**src/rtl/window_spill_ctrl.sv**
```systemverilog
// Register-window controller: tracks the current window pointer and resident-window count,
// spilling the oldest window's two locals to a memory stack on overflow and refilling on underflow.
module window_spill_ctrl #(
  parameter int                NWIN     = 4,
  parameter int                DATA_W   = 16,
  parameter int                ADDR_W   = 8,
  parameter logic [ADDR_W-1:0] SP_BASE  = 'h00,
  parameter logic [ADDR_W-1:0] SP_LIMIT = 'hFE,
  localparam int               CW       = $clog2(NWIN),
  localparam int               OW       = CW + 1
) (
  input  logic              clk,
  input  logic              rst_n,
  input  logic              call_req,
  input  logic              ret_req,
  output logic              req_ready,
  output logic              done,
  output logic              err,
  output logic [CW-1:0]     cwp,
  output logic [CW-1:0]     rf_wnd,
  output logic [1:0]        rf_r,
  output logic              rf_wen,
  output logic [DATA_W-1:0] rf_wdata,
  input  logic [DATA_W-1:0] rf_rdata,
  output logic              mem_req,
  output logic              mem_we,
  output logic [ADDR_W-1:0] mem_addr,
  output logic [DATA_W-1:0] mem_wdata,
  input  logic [DATA_W-1:0] mem_rdata,
  input  logic              mem_ack
);

  typedef enum logic [2:0] {
    IDLE     = 3'd0,
    SPILL_RD = 3'd1,
    SPILL_WR = 3'd2,
    FILL_RD  = 3'd3,
    FILL_WR  = 3'd4,
    FINISH   = 3'd5
  } state_t;

  state_t              state_reg, state_next;
  logic [CW-1:0]       cwp_reg, cwp_next;
  logic [OW-1:0]       occ_reg, occ_next;
  logic [ADDR_W-1:0]   sp_reg, sp_next;
  logic [CW-1:0]       victim_reg, victim_next;
  logic                k_reg, k_next;
  logic [DATA_W-1:0]   mem_wdata_reg, mem_wdata_next;
  logic [DATA_W-1:0]   rf_wdata_reg, rf_wdata_next;
  logic                done_reg, done_next;
  logic                err_reg, err_next;

  always_ff @(posedge clk or negedge rst_n) begin
    if (!rst_n) begin
      state_reg     <= IDLE;
      cwp_reg       <= '0;
      occ_reg       <= OW'(1);
      sp_reg        <= SP_BASE;
      victim_reg    <= '0;
      k_reg         <= 1'b0;
      mem_wdata_reg <= '0;
      rf_wdata_reg  <= '0;
      done_reg      <= 1'b0;
      err_reg       <= 1'b0;
    end else begin
      state_reg     <= state_next;
      cwp_reg       <= cwp_next;
      occ_reg       <= occ_next;
      sp_reg        <= sp_next;
      victim_reg    <= victim_next;
      k_reg         <= k_next;
      mem_wdata_reg <= mem_wdata_next;
      rf_wdata_reg  <= rf_wdata_next;
      done_reg      <= done_next;
      err_reg       <= err_next;
    end
  end

  always_comb begin
    state_next     = state_reg;
    cwp_next       = cwp_reg;
    occ_next       = occ_reg;
    sp_next        = sp_reg;
    victim_next    = victim_reg;
    k_next         = k_reg;
    mem_wdata_next = mem_wdata_reg;
    rf_wdata_next  = rf_wdata_reg;
    done_next      = 1'b0;
    err_next       = 1'b0;
    req_ready      = 1'b0;
    mem_req        = 1'b0;
    mem_we         = 1'b0;
    mem_addr       = '0;
    rf_wen         = 1'b0;
    rf_wnd         = cwp_reg;
    rf_r           = 2'd0;

    case (state_reg)
      IDLE: begin
        req_ready = 1'b1;
        if (call_req && ret_req) begin
          err_next = 1'b1;
        end else if (call_req) begin
          if (occ_reg < OW'(NWIN - 1)) begin
            cwp_next   = cwp_reg + CW'(1);
            occ_next   = occ_reg + OW'(1);
            state_next = FINISH;
          end else if (sp_reg >= SP_LIMIT) begin
            err_next = 1'b1;
          end else begin
            // Oldest resident window sits NWIN-2 slots behind the current one.
            victim_next = cwp_reg - CW'(NWIN - 2);
            k_next      = 1'b0;
            state_next  = SPILL_RD;
          end
        end else if (ret_req) begin
          if (occ_reg > OW'(1)) begin
            cwp_next   = cwp_reg - CW'(1);
            occ_next   = occ_reg - OW'(1);
            state_next = FINISH;
          end else if (sp_reg == SP_BASE) begin
            err_next = 1'b1;
          end else begin
            victim_next = cwp_reg - CW'(1);
            k_next      = 1'b0;
            state_next  = FILL_RD;
          end
        end
      end

      SPILL_RD: begin
        rf_wnd         = victim_reg;
        rf_r           = {1'b0, k_reg};
        mem_wdata_next = rf_rdata;
        state_next     = SPILL_WR;
      end

      SPILL_WR: begin
        mem_req  = 1'b1;
        mem_we   = 1'b1;
        mem_addr = sp_reg + ADDR_W'(k_reg);
        if (mem_ack) begin
          if (!k_reg) begin
            k_next     = 1'b1;
            state_next = SPILL_RD;
          end else begin
            sp_next    = sp_reg + ADDR_W'(2);
            cwp_next   = cwp_reg + CW'(1);
            state_next = FINISH;
          end
        end
      end

      FILL_RD: begin
        mem_req  = 1'b1;
        mem_addr = sp_reg - ADDR_W'(2) + ADDR_W'(k_reg);
        if (mem_ack) begin
          rf_wdata_next = mem_rdata;
          state_next    = FILL_WR;
        end
      end

      FILL_WR: begin
        rf_wen = 1'b1;
        rf_wnd = victim_reg;
        rf_r   = {1'b0, k_reg};
        if (!k_reg) begin
          k_next     = 1'b1;
          state_next = FILL_RD;
        end else begin
          sp_next    = sp_reg - ADDR_W'(2);
          cwp_next   = cwp_reg - CW'(1);
          state_next = FINISH;
        end
      end

      FINISH: begin
        done_next  = 1'b1;
        state_next = IDLE;
      end

      default: state_next = IDLE;
    endcase
  end

  assign cwp       = cwp_reg;
  assign done      = done_reg;
  assign err       = err_reg;
  assign mem_wdata = mem_wdata_reg;
  assign rf_wdata  = rf_wdata_reg;

  // The memory handshake must hold its request and payload until acknowledged.
  a_mem_hold: assert property (@(posedge clk) disable iff (!rst_n)
    (mem_req && !mem_ack) |=> (mem_req && $stable(mem_addr) && $stable(mem_we) && $stable(mem_wdata)));

  a_done_err_excl: assert property (@(posedge clk) disable iff (!rst_n) !(done && err));

endmodule

```
**config.mk**
```make
export PLATFORM = sky130hd
export DESIGN_NAME = window_spill_ctrl
export DESIGN_NICKNAME = d
export VERILOG_FILES = /design/src/rtl/window_spill_ctrl.sv
export SDC_FILE = /design/constraint.sdc
export NUM_CORES = 1
export LEC_CHECK = 0
export BUFFER_PORTS_ARGS = -buffer_cell sky130_fd_sc_hd__buf_2
export CAP_MARGIN = 20
export CORE_MARGIN = 2
export CORE_UTILIZATION = 55
export DETAILED_ROUTE_END_ITERATION = 8
export PLACE_DENSITY = 0.95
export SYNTH_ARGS = -nofsm -noshare
export SYNTH_HDL_FRONTEND = slang
export SYNTH_SLANG_ARGS = --single-unit
```
**constraint.sdc**
```tcl
create_clock -name clk -period 3.7 [get_ports clk]
set_input_delay 0.185 -clock clk [delete_from_list [all_inputs] [get_ports clk]]
set_output_delay 0.185 -clock clk [all_outputs]
set_load 0.1 [all_outputs]
```
==> results.py, run 1 <==
metrics = {
    "status": {
        "status": "complete, no violations",
    },
    "layout": {
        "nets": 383,
        "diodes": 0,
        "area_growth_pct": 20.4,
        "drive_gt1_share_pct": 41.8,
        "stdcell_count": 407,
    },
    "critical_path": {
        "crit_slowest_cell": "dfrtp_1",
        "timing.rr.end": "state_reg[1]$_DFFE_PN0P_",
        "cp.arrival_ns": 2.67,
        "critPathMaxStageDelay_ns": 0.87,
        "cp_cell_sequence": "or3b_1 -> inv_2 -> nor2_1 -> mux2_1 -> buf_2",
        "worstPathMaxFanout": 24,
        "r2r_cells": 6,
        "critical_path_class": "flop to output pin",
        "startpoint_type": "flop",
        "rrSetupSlack_ns": 1.58,
        "worst_ep_required_time_ns": 3.51,
        "cp-end-kind": "output pin",
        "reg2reg_from": "state_reg[0]$_DFFE_PN0P_",
    },
    "floorplan": {
        "die_h_um": 76.3,
        "coreArea_um2": 5070,
        "row_count": 26,
        "start_util_pct": 56.6,
        "dieArea_um2": 5810,
        "fp.dieW_um": 76.3,
        "io_pins": 89,
    },
    "detailed_routing": {
        "drt.antenna.violating_nets": 0,
        "drc": 0,
        "drtIter0Drc": 146,
        "detail_route.wl_per_cell_um": 16.2,
        "drt_first_pass_iters": 4,
        "vias_per_cell": 5.55,
        "num_vias": 2257,
        "wl_mm": 6.60,
    },
    "cts": {
        "cts-resized-gates": 0,
        "cts_tree": "done",
        "clk_path_buf_depth": 2,
        "cts_made_buffers": 5,
        "path_clk_slew_ns": 0.09,
        "htree_num_levels": 2,
        "cts_sinks": 52,
        "clock-root-buffer": "clkbuf_8",
        "clk_latency_ns": 0.31,
    },
    "yosys": {
        "syn_area_um2": 2870,
        "synth_flop_cell": "dfrtp_1",
        "synth_seq_cells": 52,
        "synth_warnings": 0,
        "yosysSeqAreaShare_pct": 45.4,
        "ys_types": 56,
        "synth_top_area_share_pct": 44.4,
        "synth_cells": 252,
        "synth_area_leader_cell": "dfrtp_1",
        "synthArstFlopShare_pct": 100,
        "synth_edf_count": 0,
        "postSynthAreaPerCell_um2": 11.4,
        "synth_area_leaders": "dfrtp_1 (44%), mux2_2 (9.0%), ha_1 (4.4%)",
        "synth_fp_nets": 299,
    },
    "placed_design": {
        "gp_congestion": 0.888,
        "hpwl_mm": 4.73,
        "dpl.cell_count": 397,
        "post-place-ws_ns": 1.25,
        "io_buffers": 87,
    },
    "sta": {
        "max-slew-margin-rel_pct": 46.4,
        "timing.hold.ws_ns": 0.0836,
        "timing.fmax_ghz": 0.351,
        "hold_viol_final": 0,
        "drv_slew": 0,
        "setup_viol": 0,
        "final.setup_skew_ns": 0.00449,
        "worst_pin_slew_ns": 0.803,
        "rsz0062_at_grt": "false",
        "layout_min_cycle_time_ns": 2.85,
        "setup_ws_ns": 0.848,
        "setup_tns_ns": 0,
        "fin_crit_sh_pct": 77.1,
    },
    "grt": {
        "grt_pass1_wl_mm": 10.6,
        "grt_max_degree": 53,
        "antenna_found_initial": 0,
        "grt.overflow.total": 0,
        "grt_pass1_vias": 2190,
        "track_usage_pct": 22.8,
    },
    "hold_path": {
        "min_to": "mem_wdata[11]$_DFFE_PN0N_",
        "min_from": "rf_rdata[11]",
        "hold_depth": 2,
        "hold_path_class": "input pin to flop",
    },
    "run": {
        "maxCapViolations": 0,
    },
}
==> cell type report <==
class / instances / area [um^2]
tap: 70 / 87.6
timing repair buffer: 90 / 473
multi-input combinational: 174 / 1430
fill: 379 / 1620
clock inverter: 2 / 38.8
clock buffer: 6 / 72.6
sequential: 52 / 1300
inverter: 13 / 53.8
==> worst max path at each step <==
stage	slack (ns)	end	start
2_1_floorplan	0.37	mem_addr[2]	sp_reg[1]$_DFFE_PN0P_
3_3_place_gp	1.36	rf_wnd[1]	state_reg[0]$_DFFE_PN0P_
3_5_place_dp	1.25	rf_wnd[1]	state_reg[0]$_DFFE_PN0P_
4_1_cts	0.88	rf_wnd[1]	state_reg[0]$_DFFE_PN0P_
5_1_grt	0.69	rf_wnd[0]	state_reg[0]$_DFFE_PN0P_
6_report	0.85	rf_wnd[1]	state_reg[0]$_DFFE_PN0P_
==> placed cells by master (no fill, tap or decap), types with 3 or more instances in the layout <==
cell / count
buf_2: 87
dfrtp_1: 51
mux2_2: 23
nor2_1: 19
nand2_1: 18
xnor2_1: 13
inv_1: 11
mux2_1: 11
ha_1: 10
nand3_1: 7
xor2_1: 6
clkbuf_8: 5
o21ai_1: 4
nand4_1: 4
a21o_1: 4
nand2b_1: 3
o21bai_1: 3
o21ai_0: 3
mux2i_1: 3
==> logic make-up after synthesis <==
group | after synthesis | share of synthesized area, %
AND/OR/NAND/NOR | 73 | 15.1
XOR/XNOR | 19 | 5.80
flip-flops | 52 | 45.4
buffers and inverters | 26 | 4.84
AO/OA/AOI/OAI | 32 | 8.98
adder cells (fa/ha/maj) | 10 | 4.36
multiplexers | 39 | 15.4
other | 1 | 0.131
==> what timing repair did <==
| action | in CTS | in global routing |
|---|---|---|
| buffers inserted | 0 | 0 |
| endpoints found under the hold margin | 0 | 19 |
| hold buffers | 0 | 1 |
==> stage by stage <==
step           utilization, %  area, um^2
3_3_place_gp             65.4        3320
4_1_cts                  67.6        3430
6_report                 68.1        3460
5_1_grt                  68.1        3460
2_1_floorplan               -        2870
3_5_place_dp             65.4        3320
==> metal layers <==
metal	wire length [um]	global-route usage, %	vias up
met5	0	0	-
met2	3460	39.6	97
li1	-	-	1037
met4	191	8.55	0
met1	2610	28.4	1101
met3	333	4.27	22
==> cells in the mapped netlist (all sizes together), types with 3 or more instances <==
cell type	n
dfrtp	51
mux2	36
nor2	22
nand2	18
buf	13
inv	13
xnor2	13
ha	10
nand3	9
o21ai	7
xor2	6
a21o	4
nand4	4
nor3	4
a211oi	3
mux2i	3
nand2b	3
o21bai	3
==> worst max-delay path, delay by kind of cell, from the launching register on <==
kind,cells,cell delay (ns)
flops,1,0.87
mux,1,0.35
simple gates,2,0.71
buf+inv,2,0.42
Power of run 1 is not shown: default switching activity piles up to over one toggle a cycle in this logic, so the estimate is an artifact.
==> run 2: changes to the inputs <==
- ABC_AREA: not set -> 1
- CORE_UTILIZATION: 55 -> 46
- PLACE_DENSITY: 0.95 -> 0.88
- clock period: 3.7 -> 2.5 ns (I/O delays scaled with it)
==> run 2 against run 1 <==
Wire length shrank 0.35%. Flip-flop and latch count is the same. Clock skew is essentially flat. Cell count grew 22%. Worst hold slack lost 0.065 ns. Count of clock-buffer cells in the layout is the same. Area after synthesis shrank 0.22%. Setup slack lost 0.66 ns. Global-route usage shrank 3.7 points. First-iteration DRC count shrank 24%. Critical path type unchanged. Critical endpoint unchanged.
==> results.py, run 2 <==
metrics = {
    "detailed_routing": {
        "detail_route.wl_per_cell_um": 13.2,
        "vias_per_cell": 5.07,
        "drtIter0Drc": 111,
        "num_vias": 2520,
        "drc": 0,
        "drt_first_pass_iters": 5,
        "drt.antenna.violating_nets": 0,
        "wl_mm": 6.58,
    },
    "placed_design": {
        "io_buffers": 87,
        "gp_congestion": 0.975,
        "hpwl_mm": 5.05,
        "dpl.cell_count": 488,
        "place_area_um2": 3360,
    },
    "run": {
        "maxCapViolations": 0,
    },
    "critical_path": {
        "crit_family": "simple AND/OR/NAND/NOR gates",
        "critical_path_class": "flop to output pin",
        "crit_slowest_cell": "dfrtp_1",
        "worstPathMaxFanout": 12,
        "cp.arrival_ns": 2.19,
        "cp-end-kind": "output pin",
        "critPathMaxStageDelay_ns": 0.48,
        "r2r_cells": 8,
        "cp_cell_sequence": "nor2_1 -> nand2_2 -> inv_2 -> nor2_2 -> mux2_1 -> buf_2",
        "startpoint_type": "flop",
        "worst_ep_required_time_ns": 2.38,
        "reg2reg_from": "state_reg[0]$_DFFE_PN0P_",
        "crit_path_start": "state_reg[0]$_DFFE_PN0P_",
        "worst-path-buf-inv": 2,
        "path_depth": 6,
    },
    "floorplan": {
        "fp.dieW_um": 82.9,
        "coreArea_um2": 5960,
        "io_pins": 89,
        "row_count": 28,
        "dieArea_um2": 6880,
        "die_h_um": 82.9,
        "start_util_pct": 48.1,
    },
    "grt": {
        "grt.overflow.total": 0,
        "grt_max_degree": 28,
        "grt_pass1_vias": 2402,
        "antenna_found_initial": 0,
        "track_usage_pct": 19.1,
        "grt_pass1_wl_mm": 11.1,
    },
    "cts": {
        "cts_sinks": 52,
        "clk_latency_ns": 0.30,
        "clock-root-buffer": "clkbuf_8",
        "cts_tree": "done",
        "cts_made_buffers": 5,
        "htree_num_levels": 2,
        "path_clk_slew_ns": 0.10,
        "cts_setup_buffers": 0,
        "clk_path_buf_depth": 2,
        "cts-resized-gates": 0,
    },
    "yosys": {
        "synth_seq_cells": 52,
        "synth_top_area_share_pct": 44.5,
        "ys_top_cells_by_count": "nand2_1 (106), dfrtp_1 (51), nor2_1 (29), inv_1 (24)",
        "synth_edf_count": 0,
        "ys_types": 36,
        "synth_warnings": 0,
        "post-synth-top-count-cell": "nand2_1",
        "synth_area_leader_cell": "dfrtp_1",
        "synth_flop_cell": "dfrtp_1",
        "synthArstFlopShare_pct": 100,
        "synth_cells": 332,
        "postSynthAreaPerCell_um2": 8.63,
        "yosysSeqAreaShare_pct": 45.5,
        "syn_area_um2": 2870,
        "synth_area_leaders": "dfrtp_1 (45%), nand2_1 (14%), mux2_4 (5.2%)",
        "synth_fp_nets": 379,
    },
    "layout": {
        "final_area_um2": 3460,
        "final_common_cell": "nand2_1",
        "nets": 468,
        "drive_gt1_share_pct": 32.5,
        "nFillCells": 549,
        "stdcell_count": 497,
        "mostFrequentLayoutCells": "nand2_1 (106), buf_2 (87), dfrtp_1 (51)",
        "area_growth_pct": 20.7,
        "diodes": 0,
    },
    "sta": {
        "worst_pin_slew_ns": 0.611,
        "max-slew-margin-rel_pct": 59.3,
        "hold_viol_final": 0,
        "timing.fmax_ghz": 0.432,
        "rsz0062_at_grt": "false",
        "final.setup_skew_ns": 0.00427,
        "fin_crit_sh_pct": 92.6,
        "setup_viol": 0,
        "drv_slew": 0,
        "layout_min_cycle_time_ns": 2.31,
    },
    "hold_path": {
        "min_from": "rf_rdata[0]",
        "hold_path_class": "input pin to flop",
        "hold_depth": 3,
    },
    "status": {
        "status": "complete, no violations",
    },
}
## run 2: changes by cell type after synthesis, moves of 5 or more
| cell | previous run | this run |
|---|---|---|
| nand2_1 | 18 | 106 |
| mux2_2 | 23 | 6 |
| inv_1 | 11 | 24 |
| xnor2_1 | 13 | 2 |
| mux2_1 | 11 | 1 |
| nor2_1 | 19 | 29 |
| o21ai_0 | 4 | 14 |
| mux2_4 | 2 | 10 |
| nand3_1 | 7 | 14 |
| a21oi_1 | 2 | 7 |
| xor2_1 | 6 | 11 |
## run 2: per-layer routing
metal / routed length (um) / GRT usage [%] / up-vias
li1: - / - / 1224
met1: 2790 / 25.1 / 1184
met2: 3310 / 32.8 / 104
met3: 437 / 3.68 / 8
met4: 40 / 4.62 / 0
met5: 0 / 0 / -
## run 2: repair_timing
item,in CTS,in global routing
hold endpoints to repair,24,0
setup endpoints to repair,0,0
hold buffers,1,0
## run 2: kinds of logic after synthesis
group / after synthesis / share of synthesized area (%)
and+or+nand+nor: 168 / 25.3
DFF: 52 / 45.5
buffers and inverters: 38 / 6.11
AOI/OAI and AO/OA: 32 / 6.29
muxes: 18 / 8.34
xor gates and xnor gates: 13 / 3.97
adders and majority gates: 10 / 4.37
other: 1 / 0.131
## run 2: area by class of cell
class	count	area, um^2	share of cell area [%]
Clock buffer	6	72.6	2.10
Clock inverter	2	16.3	0.471
Inverter	30	114	3.29
Multi-Input combinational cell	242	1400	40.4
Sequential cell	52	1300	37.7
Tap cell	75	93.8	2.71
Timing Repair Buffer	90	460	13.3
## run 2: through the flow
step / util [%] / setup TNS (ns) / hold WS, ns / worst slack [ns]
after CTS: 58.0 / 0 / 0.00713 / 0.217
final: 58.0 / 0 / 0.0182 / 0.185
after global placement: 56.4 / 0 / 0.159 / 0.647
after floorplan: - / -1.64 / -0.171 / -0.316
after global routing: 58.0 / 0 / 0.0145 / 0.0633
after detailed placement: 56.4 / 0 / 0.170 / 0.566
## run 2: final timing paths
path | to | slack (ns)
worst max register to register | sp_reg[4]$_DFFE_PN0P_ | 0.52
max in group asynchronous | done$_DFF_PN0_ | 1.35
min in group asynchronous | sp_reg[3]$_DFFE_PN0P_ | 0.37
worst max-delay path | rf_wnd[1] | 0.19
worst min register to register | mem_wdata[11]$_DFFE_PN0N_ | 0.47
worst min-delay path | mem_wdata[0]$_DFFE_PN0N_ | 0.02
## run 2: tightest hold or removal path, cell delays in order
cell and delay (ns):
buf_2 0.07, nand2_1 0.04, nand2_1 0.05
Power of run 2 is left out for the same reason.
